==> config.mk <==
export PLATFORM = sky130hd
export DESIGN_NAME = bin_to_bcd_seq_flat
export DESIGN_NICKNAME = d
export VERILOG_FILES = /design/src/rtl/bin_to_bcd_seq_if.sv /design/src/rtl/bin_to_bcd_seq.sv /design/src/flat_wrapper.sv
export SDC_FILE = /design/constraint.sdc
export NUM_CORES = 1
export LEC_CHECK = 0
export ABC_CLOCK_PERIOD_IN_PS = 3100
export BUFFER_PORTS_ARGS = -buffer_cell sky130_fd_sc_hd__buf_2
export CORE_ASPECT_RATIO = 1.2
export CORE_MARGIN = 5
export CORE_UTILIZATION = 62
export CTS_BUF_LIST = sky130_fd_sc_hd__clkbuf_8 sky130_fd_sc_hd__clkbuf_16
export DETAILED_ROUTE_END_ITERATION = 16
export PLACE_DENSITY = 0.85
export SLEW_MARGIN = 20
export SYNTH_ARGS = -nofsm -noshare
export SYNTH_HDL_FRONTEND = slang
export SYNTH_SLANG_ARGS = --single-unit
==> constraint.sdc <==
create_clock -name clock -period 3.1 [get_ports clock]
set_input_delay 0.155 -clock clock [delete_from_list [all_inputs] [get_ports clock]]
set_output_delay 0.155 -clock clock [all_outputs]
set_load 0.01 [all_outputs]
==> src/rtl/bin_to_bcd_seq_if.sv <==
// Start/busy/done handshake and result bus between a host and bin_to_bcd_seq.
// The master drives the operand and start; the slave returns status and the packed BCD result.
interface bin_to_bcd_seq_if #(
  parameter int BIN_W  = 27,
  parameter int DIGITS = 8
);
  logic [BIN_W-1:0]    bin_in;
  logic                start;
  logic                busy;
  logic                done;
  logic [4*DIGITS-1:0] bcd_out;
  logic                ovf;

  modport master (output bin_in, output start,
                  input busy, input done, input bcd_out, input ovf);
  modport slave  (input bin_in, input start,
                  output busy, output done, output bcd_out, output ovf);
endinterface

==> src/rtl/bin_to_bcd_seq.sv <==
// Sequential double-dabble binary-to-BCD converter, one bit per clock.
// Define BCD_SATURATE_EN to make out-of-range inputs produce all nines instead of the value mod 10^DIGITS.
module bin_to_bcd_seq #(
  parameter int BIN_W  = 27,
  parameter int DIGITS = 8
) (
  input  logic           clock,
  input  logic           reset_n,
  bin_to_bcd_seq_if.slave bus
);
  // state | meaning
  // IDLE  | waiting for start; bcd_out/ovf hold the last result
  // SHIFT | add-3 then shift one bit per clock; cnt_q bits remain

  localparam int BCD_W = 4 * DIGITS;
  localparam int CNT_W = $clog2(BIN_W + 1);

  function automatic logic [63:0] pow10_m1(input int n);
    logic [63:0] p;
    p = 64'd1;
    for (int i = 0; i < n; i++) p = p * 64'd10;
    return p - 64'd1;
  endfunction

  localparam logic [63:0]      MAX_VAL = pow10_m1(DIGITS);
  localparam logic [BCD_W-1:0] NINES   = {DIGITS{4'h9}};

  typedef enum logic {IDLE, SHIFT} state_t;

  state_t             state_q, state_d;
  logic [BIN_W-1:0]   shift_q, shift_d;
  logic [BCD_W-1:0]   scratch_q, scratch_d;
  logic [CNT_W-1:0]   cnt_q, cnt_d;
  logic               pend_q, pend_d;
  logic               busy_q, busy_d;
  logic               done_q, done_d;
  logic [BCD_W-1:0]   bcd_q, bcd_d;
  logic               ovf_q, ovf_d;
  logic [BCD_W-1:0]   adj;
  logic [BCD_W-1:0]   shifted;

  always_ff @(posedge clock or negedge reset_n) begin
    if (!reset_n) begin
      state_q   <= IDLE;
      shift_q   <= '0;
      scratch_q <= '0;
      cnt_q     <= '0;
      pend_q    <= 1'b0;
      busy_q    <= 1'b0;
      done_q    <= 1'b0;
      bcd_q     <= '0;
      ovf_q     <= 1'b0;
    end else begin
      state_q   <= state_d;
      shift_q   <= shift_d;
      scratch_q <= scratch_d;
      cnt_q     <= cnt_d;
      pend_q    <= pend_d;
      busy_q    <= busy_d;
      done_q    <= done_d;
      bcd_q     <= bcd_d;
      ovf_q     <= ovf_d;
    end
  end

  always_comb begin
    state_d   = state_q;
    shift_d   = shift_q;
    scratch_d = scratch_q;
    cnt_d     = cnt_q;
    pend_d    = pend_q;
    busy_d    = busy_q;
    done_d    = 1'b0;
    bcd_d     = bcd_q;
    ovf_d     = ovf_q;

    // All digits are corrected in parallel before the shift.
    adj = scratch_q;
    for (int i = 0; i < DIGITS; i++) begin
      if (scratch_q[4*i +: 4] >= 4'd5) adj[4*i +: 4] = scratch_q[4*i +: 4] + 4'd3;
    end
    shifted = {adj[BCD_W-2:0], shift_q[BIN_W-1]};

    case (state_q)
      IDLE: begin
        if (bus.start) begin
          shift_d   = bus.bin_in;
          scratch_d = '0;
          cnt_d     = CNT_W'(BIN_W);
          pend_d    = (64'(bus.bin_in) > MAX_VAL);
          busy_d    = 1'b1;
          state_d   = SHIFT;
        end
      end
      SHIFT: begin
        scratch_d = shifted;
        shift_d   = {shift_q[BIN_W-2:0], 1'b0};
        cnt_d     = cnt_q - CNT_W'(1);
        if (cnt_q == CNT_W'(1)) begin
`ifdef BCD_SATURATE_EN
          bcd_d = pend_q ? NINES : shifted;
`else
          bcd_d = shifted;
`endif
          ovf_d   = pend_q;
          done_d  = 1'b1;
          busy_d  = 1'b0;
          state_d = IDLE;
        end
      end
      default: state_d = IDLE;
    endcase
  end

  assign bus.busy    = busy_q;
  assign bus.done    = done_q;
  assign bus.bcd_out = bcd_q;
  assign bus.ovf     = ovf_q;
endmodule

==> src/flat_wrapper.sv <==
// flat-port wrapper written by rule: the top's interface ports become plain ports
module bin_to_bcd_seq_flat 
#(
  parameter int BIN_W  = 27,
  parameter int DIGITS = 8
)
  (clock, reset_n, bus_bin_in, bus_start, bus_busy, bus_done, bus_bcd_out, bus_ovf);
  bin_to_bcd_seq_if #(.BIN_W(BIN_W), .DIGITS(DIGITS)) bus_i ();
  input  logic clock;
  input  logic reset_n;
  input wire logic [$bits(bus_i.bin_in)-1:0] bus_bin_in;
  input wire logic [$bits(bus_i.start)-1:0] bus_start;
  output wire logic [$bits(bus_i.busy)-1:0] bus_busy;
  output wire logic [$bits(bus_i.done)-1:0] bus_done;
  output wire logic [$bits(bus_i.bcd_out)-1:0] bus_bcd_out;
  output wire logic [$bits(bus_i.ovf)-1:0] bus_ovf;
  assign bus_i.bin_in = bus_bin_in;
  assign bus_i.start = bus_start;
  assign bus_busy = bus_i.busy;
  assign bus_done = bus_i.done;
  assign bus_bcd_out = bus_i.bcd_out;
  assign bus_ovf = bus_i.ovf;
  bin_to_bcd_seq #(.BIN_W(BIN_W), .DIGITS(DIGITS)) u_core (.clock(clock), .reset_n(reset_n), .bus(bus_i));
endmodule
==> load_flow_metrics.sql, run 1 <==
INSERT INTO impl_metrics (metric_group, metric, value, unit) VALUES
('floorplan', 'num_io_pins', '65', ''),
('route', 'post_drt_via_cell_ratio', '5.75', ''),
('critical_path', 'critical_path_endpoint_category', 'flip-flop', ''),
('clocking', 'cts-buffers-inserted', '9', ''),
('status', 'status', 'completed', ''),
('grt', 'largest_net_degree_at_the_start_of_global_routing', '81', ''),
('grt', 'use_met1', '0.268', ''),
('route', 'drt_first_iter_violations', '195', ''),
('worst_hold_path', 'hold_class', 'in -> reg', ''),
('logic_synthesis', 'ys_async_sr_fraction', '1.00', ''),
('critical_path', 'setup.worst_path.start', 'u_core.state_q', ''),
('final_layout', 'finalCoreUtilization', '0.695', ''),
('pwr', 'p_per_area', '1000', 'nW/um^2'),
('grt', 'routing_usage_on_met3', '0.0480', ''),
('critical_path', 'arrival', '2320', 'ps'),
('clocking', 'cts.root.buffer_cell', 'sky130_fd_sc_hd__clkbuf_8', ''),
('timing', 'tightestPinTransition', '811', 'ps'),
('final_layout', 'syn_to_final_growth', '11.4', '%'),
('critical_path', 'path_class', 'reg -> reg', ''),
('placed_design', 'port_buffers', '64', ''),
('grt', 'first_global_vias', '3573', ''),
('critical_path', 'worst_setup_path_start_kind', 'flip-flop', ''),
('logic_synthesis', 'synthesis.area', '5000', 'um^2'),
('logic_synthesis', 'synthesis.nets', '510', ''),
('clocking', 'ctsLongestPathBuffers', '2', ''),
('critical_path', 'crit-reg2reg-launch', 'u_core.state_q', ''),
('timing', 'period_minus_slack', '2060', 'ps'),
('final_layout', 'multiInputGateArea', '2250', 'um^2'),
('floorplan', 'die_y_extent', '108', 'um'),
('job', 'drv_cap', '0', ''),
('floorplan', 'design.die.area', '9970', 'um^2'),
('critical_path', 'critPathRequiredTime', '3350', 'ps'),
('final_layout', 'final-seq-area', '2530', 'um^2'),
('pwr', 'cellLeakagePower', '2.83', 'nW'),
('logic_synthesis', 'syn_avg_cell_area', '10.8', 'um^2'),
('critical_path', 'critical_path.max_fanout', '35', ''),
('floorplan', 'core', '8020', 'um^2'),
('placed_design', 'dpl.hpwl', '6530', 'um'),
('worst_hold_path', 'holdCritStartpoint', 'bus_bin_in[0]', ''),
('grt', 'grt_first_pass_wirelength', '16400', 'um'),
('timing', 'slew_limit_fails', '0', ''),
('floorplan', 'fp.dieW', '92.0', 'um'),
('route', 'postRouteWirelength', '9460', 'um'),
('clocking', 'htree_num_levels', '3', ''),
('clocking', 'clkLatencyLatePin', '370', 'ps'),
('critical_path', 'worst_r2r_path_depth', '3', ''),
('logic_synthesis', 'synthCells', '462', ''),
('clocking', 'cts_tree', 'built', ''),
('clocking', 'clkSlewWorstSetupHoldPaths', '90', 'ps'),
('timing', 'final.period_utilization', '0.666', ''),
('final_layout', 'final_cell_count_no_fill', '619', ''),
('grt', 'grt-busiest-layer', 'met2', ''),
('route', 'remaining_drc_errors', '0', ''),
('route', 'wl_per_cell', '15.3', 'um'),
('final_layout', 'fillerInstances', '571', ''),
('pwr', 'worst_ir_drop_vdd', '0.456', 'mV'),
('grt', 'grt_antenna_before_repair', '0', ''),
('final_layout', 'antenna_cells', '0', ''),
('final_layout', 'final_nets', '567', ''),
('grt', 'overflow', '0', ''),
('route', 'routed-via-count', '3557', ''),
('timing', 'slew_headroom', '0.459', ''),
('logic_synthesis', 'synth_flop_type', 'sky130_fd_sc_hd__dfrtp_1', ''),
('placed_design', 'place_inst', '602', ''),
('timing', 'timing.final.setup_violations', '0', ''),
('grt', 'grt_use_met2', '0.331', ''),
('final_layout', 'post_route_cells_drive_above_1_share', '0.200', ''),
('floorplan', 'initial_core_util', '0.624', ''),
('worst_hold_path', 'hold_depth', '3', ''),
('logic_synthesis', 'part_of_the_yosys_area_used_for_sequential_elements', '0.505', ''),
('floorplan', 'placement_rows', '36', ''),
('clocking', 'clock_sink_count', '101', ''),
('logic_synthesis', 'number_of_enable_type_register_cells_in_the_synthesized_netlist', '0', ''),
('timing', 'max_freq', '485', 'MHz'),
('timing', 'setup_repair_after_global_routing_missed_its_margin', 'no', ''),
('route', 'drt-pass1-iter-count', '4', ''),
('logic_synthesis', 'count_of_distinct_cell_types_in_the_synthesized_netlist', '34', ''),
('logic_synthesis', 'ys_ff_latch', '101', ''),
('timing', 'worst_clock_skew_on_the_final_layout', '12.3', 'ps'),
('route', 'antenna_left', '0', ''),
('timing', 'final.setup.tns', '0', 'ps'),
('logic_synthesis', 'synthesis_warning_total', '0', ''),
('clocking', 'cts_repair_resize_count', '0', ''),
('grt', 'track_usage', '0.205', ''),
('placed_design', 'gp_congestion', '0.814', ''),
('timing', 'hold_viol_final', '0', '');
## cells in the mapped netlist, types with 2 or more instances
cell type | n | share of area
sky130_fd_sc_hd__ha_1 | 18 | 0.045
sky130_fd_sc_hd__a21oi_2 | 2 | 0.0035
sky130_fd_sc_hd__nor3b_1 | 20 | 0.030
sky130_fd_sc_hd__clkbuf_1 | 7 | 0.0053
sky130_fd_sc_hd__xnor2_1 | 9 | 0.016
sky130_fd_sc_hd__a21oi_1 | 24 | 0.024
sky130_fd_sc_hd__a21o_1 | 16 | 0.024
sky130_fd_sc_hd__a32o_1 | 2 | 0.0040
sky130_fd_sc_hd__nor3_1 | 13 | 0.013
sky130_fd_sc_hd__buf_4 | 7 | 0.011
sky130_fd_sc_hd__dfrtp_1 | 101 | 0.51
sky130_fd_sc_hd__mux2_4 | 12 | 0.036
sky130_fd_sc_hd__o21ai_0 | 49 | 0.049
sky130_fd_sc_hd__xor2_1 | 2 | 0.0035
sky130_fd_sc_hd__buf_2 | 8 | 0.0080
sky130_fd_sc_hd__nor2_1 | 7 | 0.0053
sky130_fd_sc_hd__nand4_1 | 2 | 0.0025
sky130_fd_sc_hd__mux2i_1 | 49 | 0.098
sky130_fd_sc_hd__nand2b_1 | 23 | 0.029
sky130_fd_sc_hd__mux2_2 | 3 | 0.0068
sky130_fd_sc_hd__a31oi_1 | 2 | 0.0025
sky130_fd_sc_hd__a22o_1 | 2 | 0.0035
sky130_fd_sc_hd__nand2_1 | 56 | 0.042
sky130_fd_sc_hd__inv_1 | 18 | 0.014
## per-layer routing
layer | wire (um) | part of all wire
met2 | 4570 | 0.48
met1 | 4170 | 0.44
met4 | 212 | 0.022
met3 | 502 | 0.053
met5 | 0 | 0
## logic make-up (layout without fill, tap and decap cells)
kind of cell               after synthesis  after routing  synth area share
buffers and inverters                   43            105            0.0448
AOI/OAI and AO/OA                      100            100             0.115
and+or+nand+nor                        125            125             0.130
DFF                                    101            101             0.505
xor gates and xnor gates                11             11            0.0193
adders and majority gates               18             18            0.0450
muxes                                   64             64             0.141
## critical path: stages (launching register included)
cell                       delay, ps
sky130_fd_sc_hd__dfrtp_4         680
sky130_fd_sc_hd__nand4b_4        430
sky130_fd_sc_hd__inv_4           450
sky130_fd_sc_hd__mux2_2          380
## path summary, 6_finish.rpt
path                                                to  slack, ps
worst max-delay path            u_core.bus.bcd_out[29]       1040
worst min-delay path                 u_core.shift_q[0]         50
worst max register to register  u_core.bus.bcd_out[29]       1040
worst min register to register  u_core.bus.bcd_out[19]        480
max in group asynchronous           u_core.shift_q[17]       1890
min in group asynchronous         u_core.scratch_q[19]        420
## through the flow
stage | total power, mW | hold slack (ps) | worst slack (ps) | instance area [um^2]
global placement | 4.52 | 301 | 1080 | 5340
global route | 6.02 | 35.6 | 873 | 5570
finish | 5.59 | 46.1 | 1040 | 5570
floorplan | 4.04 | -141 | 1640 | 5000
CTS | 5.62 | 40.2 | 1020 | 5570
detailed placement | 4.68 | 305 | 1020 | 5340
## timing repair
action / 4_1_cts / 5_1_grt
hold endpoints to repair: 64 / 0
hold buffers: 1 / 0
buffers inserted: 0 / 0
## area by class of cell
| cell class | instances | area share |
|---|---|---|
| inverters | 19 | 0.0132 |
| flip-flops and latches | 101 | 0.454 |
| well taps | 95 | 0.0213 |
| clock inverters | 5 | 0.0132 |
| clock buffers | 11 | 0.0272 |
| multi-input cells | 318 | 0.404 |
| repair buffers | 70 | 0.0665 |
## where the power goes
part | switching, mW | internal [mW] | total, mW
clock | 0.442 | 0.494 | 0.936
sequential | 0.458 | 1.89 | 2.35
combinational | 1.17 | 1.13 | 2.30
## state kept, by name (all words and copies together) (netlist names)
name,cells
u_core.bus.ovf,1
u_core.bus.busy,1
u_core.cnt_q,5
u_core.scratch_q,32
u_core.bus.bcd_out,32
u_core.bus.done,1
u_core.pend_q,1
u_core.state_q,1
u_core.shift_q,27
## cells in the final DEF, fill, tap and decap left out, drive strengths merged, types with 13 or more instances in the layout
cell and instances:
dfrtp 101, buf 69, nand2 56, mux2i 49, o21ai 49, a21oi 26
nand2b 23, nor3b 20, inv 20, ha 18, a21o 16, mux2 15
nor3 13
Note: power is estimated with default switching activity, not from simulation.
==> run 2: changes to the inputs <==
- ABC_CLOCK_PERIOD_IN_PS: 3100 -> 2000
- CORE_UTILIZATION: 62 -> 58
- PLACE_DENSITY: 0.85 -> 0.8
- clock period: 3.1 -> 2 ns (I/O delays scaled with it)
==> run 2 against run 1 <==
  * Count of clock-buffer cells in the layout shrank 1
  * Clock skew shrank 6.4 ps
  * Via count shrank 0.76%
  * Sequential share of layout area shrank 0.32 points
  * Maximum frequency grew 24%
  * Setup slack lost 700 ps
  * Sequential power grew 55%
  * Non-clock buffer count grew 4
  * First-iteration DRC count shrank 48%
  * Hold slack lost 13 ps
  * Highest routed layer unchanged
==> load_flow_metrics.sql, run 2 (synthesis results as in run 1) <==
INSERT INTO impl_metrics (metric_group, metric, value, unit) VALUES
('route', 'wl_met3', '513', 'um'),
('final_layout', 'final_nets', '571', ''),
('timing', 'hold_viol_final', '0', ''),
('timing', 'period_minus_slack', '1670', 'ps'),
('route', 'drt-pass1-iter-count', '4', ''),
('floorplan', 'core', '8520', 'um^2'),
('worst_hold_path', 'hold_depth', '3', ''),
('timing', 'worst_clock_skew_on_the_final_layout', '5.91', 'ps'),
('pwr', 'p_seq_frac', '0.427', ''),
('clocking', 'cts_tree', 'built', ''),
('timing', 'slew_limit_fails', '0', ''),
('route', 'wl_met2', '4770', 'um'),
('critical_path', 'timing.rr.end', 'u_core.bus.bcd_out[6]', ''),
('clocking', 'clkSlewWorstSetupHoldPaths', '90', 'ps'),
('clocking', 'clock_sink_count', '101', ''),
('pwr', 'worst_ir_drop_vdd', '0.535', 'mV'),
('pwr', 'pwr-share-comb', '0.423', ''),
('clocking', 'cts.root.buffer_cell', 'sky130_fd_sc_hd__clkbuf_8', ''),
('worst_hold_path', 'timing.hold.worst_endpoint', 'u_core.shift_q[7]', ''),
('clocking', 'cts-buffers-inserted', '9', ''),
('floorplan', 'design.die.area', '10600', 'um^2'),
('floorplan', 'placement_rows', '37', ''),
('route', 'antenna_left', '0', ''),
('clocking', 'clkLatencyLatePin', '360', 'ps'),
('status', 'status', 'completed', ''),
('critical_path', 'path_class', 'reg -> reg', ''),
('route', 'postRouteWirelength', '9760', 'um'),
('clocking', 'ctsLongestPathBuffers', '2', ''),
('critical_path', 'crit-reg2reg-launch', 'u_core.scratch_q[4]', ''),
('timing', 'timing.final.setup_violations', '0', ''),
('placed_design', 'dpl.hpwl', '6810', 'um'),
('final_layout', 'antenna_cells', '0', ''),
('floorplan', 'die_y_extent', '112', 'um'),
('pwr', 'p_per_area', '1520', 'nW/um^2'),
('pwr', 'total_power', '8.52', 'mW'),
('grt', 'track_usage', '0.203', ''),
('final_layout', 'syn_to_final_growth', '12.2', '%'),
('pwr', 'switching_share', '0.377', ''),
('critical_path', 'critical_path_endpoint_category', 'flip-flop', ''),
('clocking', 'cts_hold_buf', '2', ''),
('critical_path', 'critPathRequiredTime', '2300', 'ps'),
('critical_path', 'worst_r2r_path_depth', '6', ''),
('timing', 'final.period_utilization', '0.834', ''),
('pwr', 'p_clk_frac', '0.149', ''),
('worst_hold_path', 'hold_class', 'in -> reg', ''),
('timing', 'max_freq', '599', 'MHz'),
('route', 'wl_per_cell', '15.1', 'um'),
('floorplan', 'num_io_pins', '65', ''),
('critical_path', 'reg2reg_slack', '330', 'ps'),
('pwr', 'cellLeakagePower', '2.84', 'nW'),
('route', 'post_drt_via_cell_ratio', '5.47', ''),
('clocking', 'postCtsSetupRepairBufs', '0', ''),
('placed_design', 'port_buffers', '64', ''),
('grt', 'largest_net_degree_at_the_start_of_global_routing', '52', ''),
('route', 'wl_met1', '4280', 'um'),
('route', 'top_signal_layer_used', 'met4', ''),
('final_layout', 'most_frequent_standard_cell_in_the_layout_excluding_fill_and_tap_cells', 'sky130_fd_sc_hd__dfrtp_1', ''),
('critical_path', 'worst_setup_path_start_kind', 'flip-flop', ''),
('route', 'routed-via-count', '3530', ''),
('route', 'remaining_drc_errors', '0', ''),
('grt', 'overflow', '0', ''),
('job', 'drv_cap', '0', ''),
('pwr', 'internal-power', '5.31', 'mW'),
('floorplan', 'fp.dieW', '94.8', 'um'),
('worst_hold_path', 'holdCritStartpoint', 'bus_bin_in[7]', ''),
('timing', 'final.setup.tns', '0', 'ps'),
('floorplan', 'initial_core_util', '0.587', ''),
('grt', 'grt_first_pass_wirelength', '17200', 'um'),
('grt', 'grt_antenna_before_repair', '0', ''),
('clocking', 'htree_num_levels', '3', ''),
('timing', 'slew_headroom', '0.567', ''),
('pwr', 'power.switching', '3.21', 'mW'),
('grt', 'first_global_vias', '3739', ''),
('final_layout', 'post_route_cells_drive_above_1_share', '0.203', ''),
('timing', 'tightestPinTransition', '649', 'ps'),
('final_layout', 'final_cell_mix', 'sky130_fd_sc_hd__dfrtp_1 (100), sky130_fd_sc_hd__buf_2 (63), sky130_fd_sc_hd__nand2_1 (56), sky130_fd_sc_hd__mux2i_1 (49), sky130_fd_sc_hd__o21ai_0 (49)', ''),
('route', 'drt_first_iter_violations', '102', ''),
('critical_path', 'arrival', '1970', 'ps'),
('placed_design', 'gp_congestion', '0.840', ''),
('critical_path', 'critical_path.max_fanout', '5', ''),
('clocking', 'cts_repair_resize_count', '0', ''),
('timing', 'setup_repair_after_global_routing_missed_its_margin', 'no', '');
==> run 2: changes by cell type in the layout (fill, tap and decap cells not counted) <==
cell	before	now
sky130_fd_sc_hd__buf_12	0	1
sky130_fd_sc_hd__buf_4	6	8
sky130_fd_sc_hd__bufinv_16	2	1
sky130_fd_sc_hd__clkbuf_8	11	10
sky130_fd_sc_hd__clkinvlp_4	0	1
sky130_fd_sc_hd__dlygate4sd3_1	1	2
sky130_fd_sc_hd__inv_1	19	20
==> run 2: power by group through the flow <==
stage	sequential, mW	clock (mW)	combinational (mW)
2_1_floorplan	3.62	0	2.64
3_3_place_gp	3.61	0	3.44
3_5_place_dp	3.66	0	3.64
4_1_cts	3.63	1.30	3.66
5_1_grt	3.76	1.41	4.06
6_report	3.64	1.27	3.61
==> run 2: per-stage QoR <==
step	util	hold WS, ps	setup WS, ps	instance area [um^2]	cells
4_1_cts	0.659	12.3	327	5610	645
2_1_floorplan	-	-196	543	5000	462
3_3_place_gp	0.634	166	400	5400	627
3_5_place_dp	0.634	165	381	5400	627
5_1_grt	0.659	8.80	222	5610	645
6_report	0.659	32.8	332	5610	645
==> run 2: worst max-delay path: stages (launching register included) <==
cell and delay (ps):
sky130_fd_sc_hd__dfrtp_1 450, sky130_fd_sc_hd__inv_1 100, sky130_fd_sc_hd__ha_1 230, sky130_fd_sc_hd__nand2b_1 110
sky130_fd_sc_hd__a21oi_2 220, sky130_fd_sc_hd__mux2i_1 310, sky130_fd_sc_hd__mux2_4 190
==> run 2: area by class of cell <==
type	instances	area, um^2
flip-flops and latches	101	2530
clock buffers	10	138
repair buffers	74	415
well taps	117	146
clock inverters	6	55.1
fillers	689	2910
inverters	19	73.8
multi-input cells	318	2250
==> run 2: how the worst max path moves through the flow <==
stage,startpoint,end,cells after the start
finish,u_core.scratch_q[4],u_core.bus.bcd_out[6],6
global route,u_core.scratch_q[4],u_core.bus.bcd_out[6],6
CTS,u_core.scratch_q[20],u_core.bus.bcd_out[21],5
detailed placement,u_core.scratch_q[4],u_core.bus.bcd_out[6],6
global placement,u_core.state_q,u_core.bus.bcd_out[1],3
floorplan,u_core.scratch_q[16],u_core.bus.bcd_out[18],5
==> run 2: layer usage <==
| metal | track usage | up-vias |
|---|---|---|
| li1 | - | 1708 |
| met1 | 0.257 | 1729 |
| met2 | 0.328 | 76 |
| met3 | 0.0541 | 17 |
| met4 | 0.0818 | 0 |
| met5 | 0 | - |
==> run 3: changes to the inputs <==
- ABC_CLOCK_PERIOD_IN_PS: 2000 -> 1720
- clock period: 2 -> 1.72 ns (I/O delays scaled with it)
==> run 3 against run 2 <==
  * Combinational power rose by 17%
  * Hold slack got worse by 11 ps
  * Maximum frequency is 4.0% higher
  * Setup slack worse by 220 ps
  * Via count is 1.8% lower
  * Largest cell class unchanged
==> load_flow_metrics.sql, run 3 (synthesis results as in run 1) <==
INSERT INTO impl_metrics (metric_group, metric, value, unit) VALUES
('route', 'wl_per_cell', '14.6', 'um'),
('timing', 'final.period_utilization', '0.932', ''),
('clocking', 'cts_tree', 'built', ''),
('placed_design', 'dpl.hpwl', '6710', 'um'),
('job', 'drv_cap', '0', ''),
('placed_design', 'area_post_placement', '5460', 'um^2'),
('placed_design', 'port_buffers', '64', ''),
('timing', 'worst_hold_slack', '21.6', 'ps'),
('clocking', 'ctsLongestPathBuffers', '2', ''),
('critical_path', 'crit_buf_inv', '1', ''),
('grt', 'largest_net_degree_at_the_start_of_global_routing', '53', ''),
('final_layout', 'final_cell_count_no_fill', '649', ''),
('critical_path', 'timing.critical_path.depth', '6', ''),
('critical_path', 'worst_setup_path_start_kind', 'flip-flop', ''),
('pwr', 'total_power', '9.87', 'mW'),
('timing', 'slew_headroom', '0.703', ''),
('final_layout', 'final-seq-area', '2530', 'um^2'),
('timing', 'final.setup.tns', '0', 'ps'),
('floorplan', 'die_y_extent', '112', 'um'),
('floorplan', 'num_io_pins', '65', ''),
('timing', 'slew_limit_fails', '0', ''),
('timing', 'worst_clock_skew_on_the_final_layout', '7.06', 'ps'),
('route', 'drt_first_iter_violations', '137', ''),
('grt', 'grt_first_pass_wirelength', '16900', 'um'),
('final_layout', 'finalCoreUtilization', '0.668', ''),
('clocking', 'clock_sink_count', '101', ''),
('critical_path', 'setup.worst_path.start', 'u_core.scratch_q[21]', ''),
('critical_path', 'arrival', '1850', 'ps'),
('pwr', 'p_per_area', '1730', 'nW/um^2'),
('grt', 'grt_antenna_before_repair', '0', ''),
('grt', 'first_global_vias', '3750', ''),
('grt', 'track_usage', '0.200', ''),
('floorplan', 'initial_core_util', '0.587', ''),
('pwr', 'worst_ir_drop_vdd', '0.792', 'mV'),
('critical_path', 'critical_path_endpoint_category', 'flip-flop', ''),
('clocking', 'cts-buffers-inserted', '9', ''),
('route', 'drt-pass1-iter-count', '5', ''),
('clocking', 'cts.root.buffer_cell', 'sky130_fd_sc_hd__clkbuf_8', ''),
('grt', 'overflow', '0', ''),
('critical_path', 'last_element_of_the_critical_path', 'u_core.bus.bcd_out[22]', ''),
('timing', 'setup_repair_after_global_routing_missed_its_margin', 'no', ''),
('placed_design', 'gp_congestion', '0.799', ''),
('final_layout', 'final_nets', '575', ''),
('route', 'postRouteWirelength', '9480', 'um'),
('timing', 'max_freq', '624', 'MHz'),
('worst_hold_path', 'hold_depth', '3', ''),
('final_layout', 'antenna_cells', '0', ''),
('critical_path', 'crit_family', 'multiplexers', ''),
('final_layout', 'most_frequent_standard_cell_in_the_layout_excluding_fill_and_tap_cells', 'sky130_fd_sc_hd__dfrtp_1', ''),
('route', 'routed-via-count', '3465', ''),
('worst_hold_path', 'hold_class', 'in -> reg', ''),
('critical_path', 'timing.rr.end', 'u_core.bus.bcd_out[22]', ''),
('timing', 'period_minus_slack', '1600', 'ps'),
('route', 'antenna_left', '0', ''),
('floorplan', 'design.die.area', '10600', 'um^2'),
('final_layout', 'syn_to_final_growth', '13.7', '%'),
('floorplan', 'fp.dieW', '94.8', 'um'),
('critical_path', 'critical_path.max_fanout', '4', ''),
('final_layout', 'final_cell_mix', 'sky130_fd_sc_hd__dfrtp_1 (100), sky130_fd_sc_hd__buf_2 (63), sky130_fd_sc_hd__nand2_1 (56), sky130_fd_sc_hd__mux2i_1 (49), sky130_fd_sc_hd__o21ai_0 (49)', ''),
('final_layout', 'stdcell_area', '5690', 'um^2'),
('route', 'post_drt_via_cell_ratio', '5.34', ''),
('floorplan', 'core', '8520', 'um^2'),
('critical_path', 'path_class', 'reg -> reg', ''),
('route', 'remaining_drc_errors', '0', ''),
('critical_path', 'crit-reg2reg-launch', 'u_core.scratch_q[21]', ''),
('clocking', 'clkLatencyLatePin', '360', 'ps'),
('timing', 'hold_viol_final', '0', ''),
('floorplan', 'placement_rows', '37', ''),
('clocking', 'clkSlewWorstSetupHoldPaths', '90', 'ps'),
('final_layout', 'multiInputGateArea', '2260', 'um^2'),
('final_layout', 'post_route_cells_drive_above_1_share', '0.212', ''),
('timing', 'timing.final.setup_violations', '0', ''),
('timing', 'tightestPinTransition', '443', 'ps'),
('critical_path', 'critical_path.max_stage_delay', '390', 'ps'),
('pwr', 'cellLeakagePower', '2.86', 'nW'),
('final_layout', 'fillerInstances', '693', ''),
('critical_path', 'critPathRequiredTime', '1970', 'ps'),
('timing', 'timing.final.ws_setup', '116', 'ps'),
('critical_path', 'reg2reg_slack', '120', 'ps'),
('critical_path', 'crit_chain', 'inv_1, ha_1, nand2b_1, a21oi_1, mux2i_1, mux2_4', ''),
('placed_design', 'place_ws', '152', 'ps'),
('critical_path', 'worst_r2r_path_depth', '6', ''),
('critical_path', 'cp_slowest_cell', 'sky130_fd_sc_hd__dfrtp_1', ''),
('status', 'status', 'completed', ''),
('placed_design', 'place_inst', '630', ''),
('clocking', 'htree_num_levels', '3', '');
[run 3: cell types whose count changed in the layout (fill, tap and decap cells not counted), sizes merged]
cell         change
clkbuf           +3
buf              +3
dlygate4sd3      +1
inv              -2
bufinv           -1
[run 3: metal layers]
metal	vias to the layer above	wire length, um	track usage	part of all wire
met5	-	0	0	0
met4	0	75	0.0751	0.0079
met3	6	494	0.0486	0.052
met2	65	4830	0.328	0.51
met1	1675	4080	0.254	0.43
li1	1719	-	-	-
[run 3: power breakdown]
part | switching [mW] | internal [mW] | total (mW)
registers | 0.776 | 3.41 | 4.18
clock network | 0.783 | 0.681 | 1.46
logic | 2.14 | 2.09 | 4.22
[run 3: area by class of cell]
| class | count | area share |
|---|---|---|
| well taps | 117 | 0.0257 |
| inverters | 19 | 0.0130 |
| flip-flops and latches | 101 | 0.445 |
| multi-input cells | 318 | 0.397 |
| repair buffers | 78 | 0.0853 |
| clock inverters | 3 | 0.00308 |
| clock buffers | 13 | 0.0314 |
[run 3: worst register-to-register path: stages (launching register included)]
cell and delay [ps]:
sky130_fd_sc_hd__dfrtp_1 390, sky130_fd_sc_hd__inv_1 120, sky130_fd_sc_hd__ha_1 210, sky130_fd_sc_hd__nand2b_1 90
sky130_fd_sc_hd__a21oi_1 270, sky130_fd_sc_hd__mux2i_1 140, sky130_fd_sc_hd__mux2_4 270
[run 3: timing repair]
| action | 4_1_cts | 5_1_grt |
|---|---|---|
| hold buffers | 3 | 0 |
| endpoints found under the setup margin | 0 | 1 |
| resized for setup | 0 | 1 |
| endpoints found under the hold margin | 31 | 0 |
| setup buffers | 0 | 0 |
[run 3: how the worst min path moves through the flow]
stage / from / end
after floorplan: reset_n / u_core.bus.bcd_out[0]
after global placement: reset_n / u_core.scratch_q[19]
after detailed placement: reset_n / u_core.bus.bcd_out[19]
after CTS: bus_bin_in[2] / u_core.shift_q[2]
after global routing: bus_bin_in[5] / u_core.shift_q[5]
final: bus_bin_in[2] / u_core.shift_q[2]
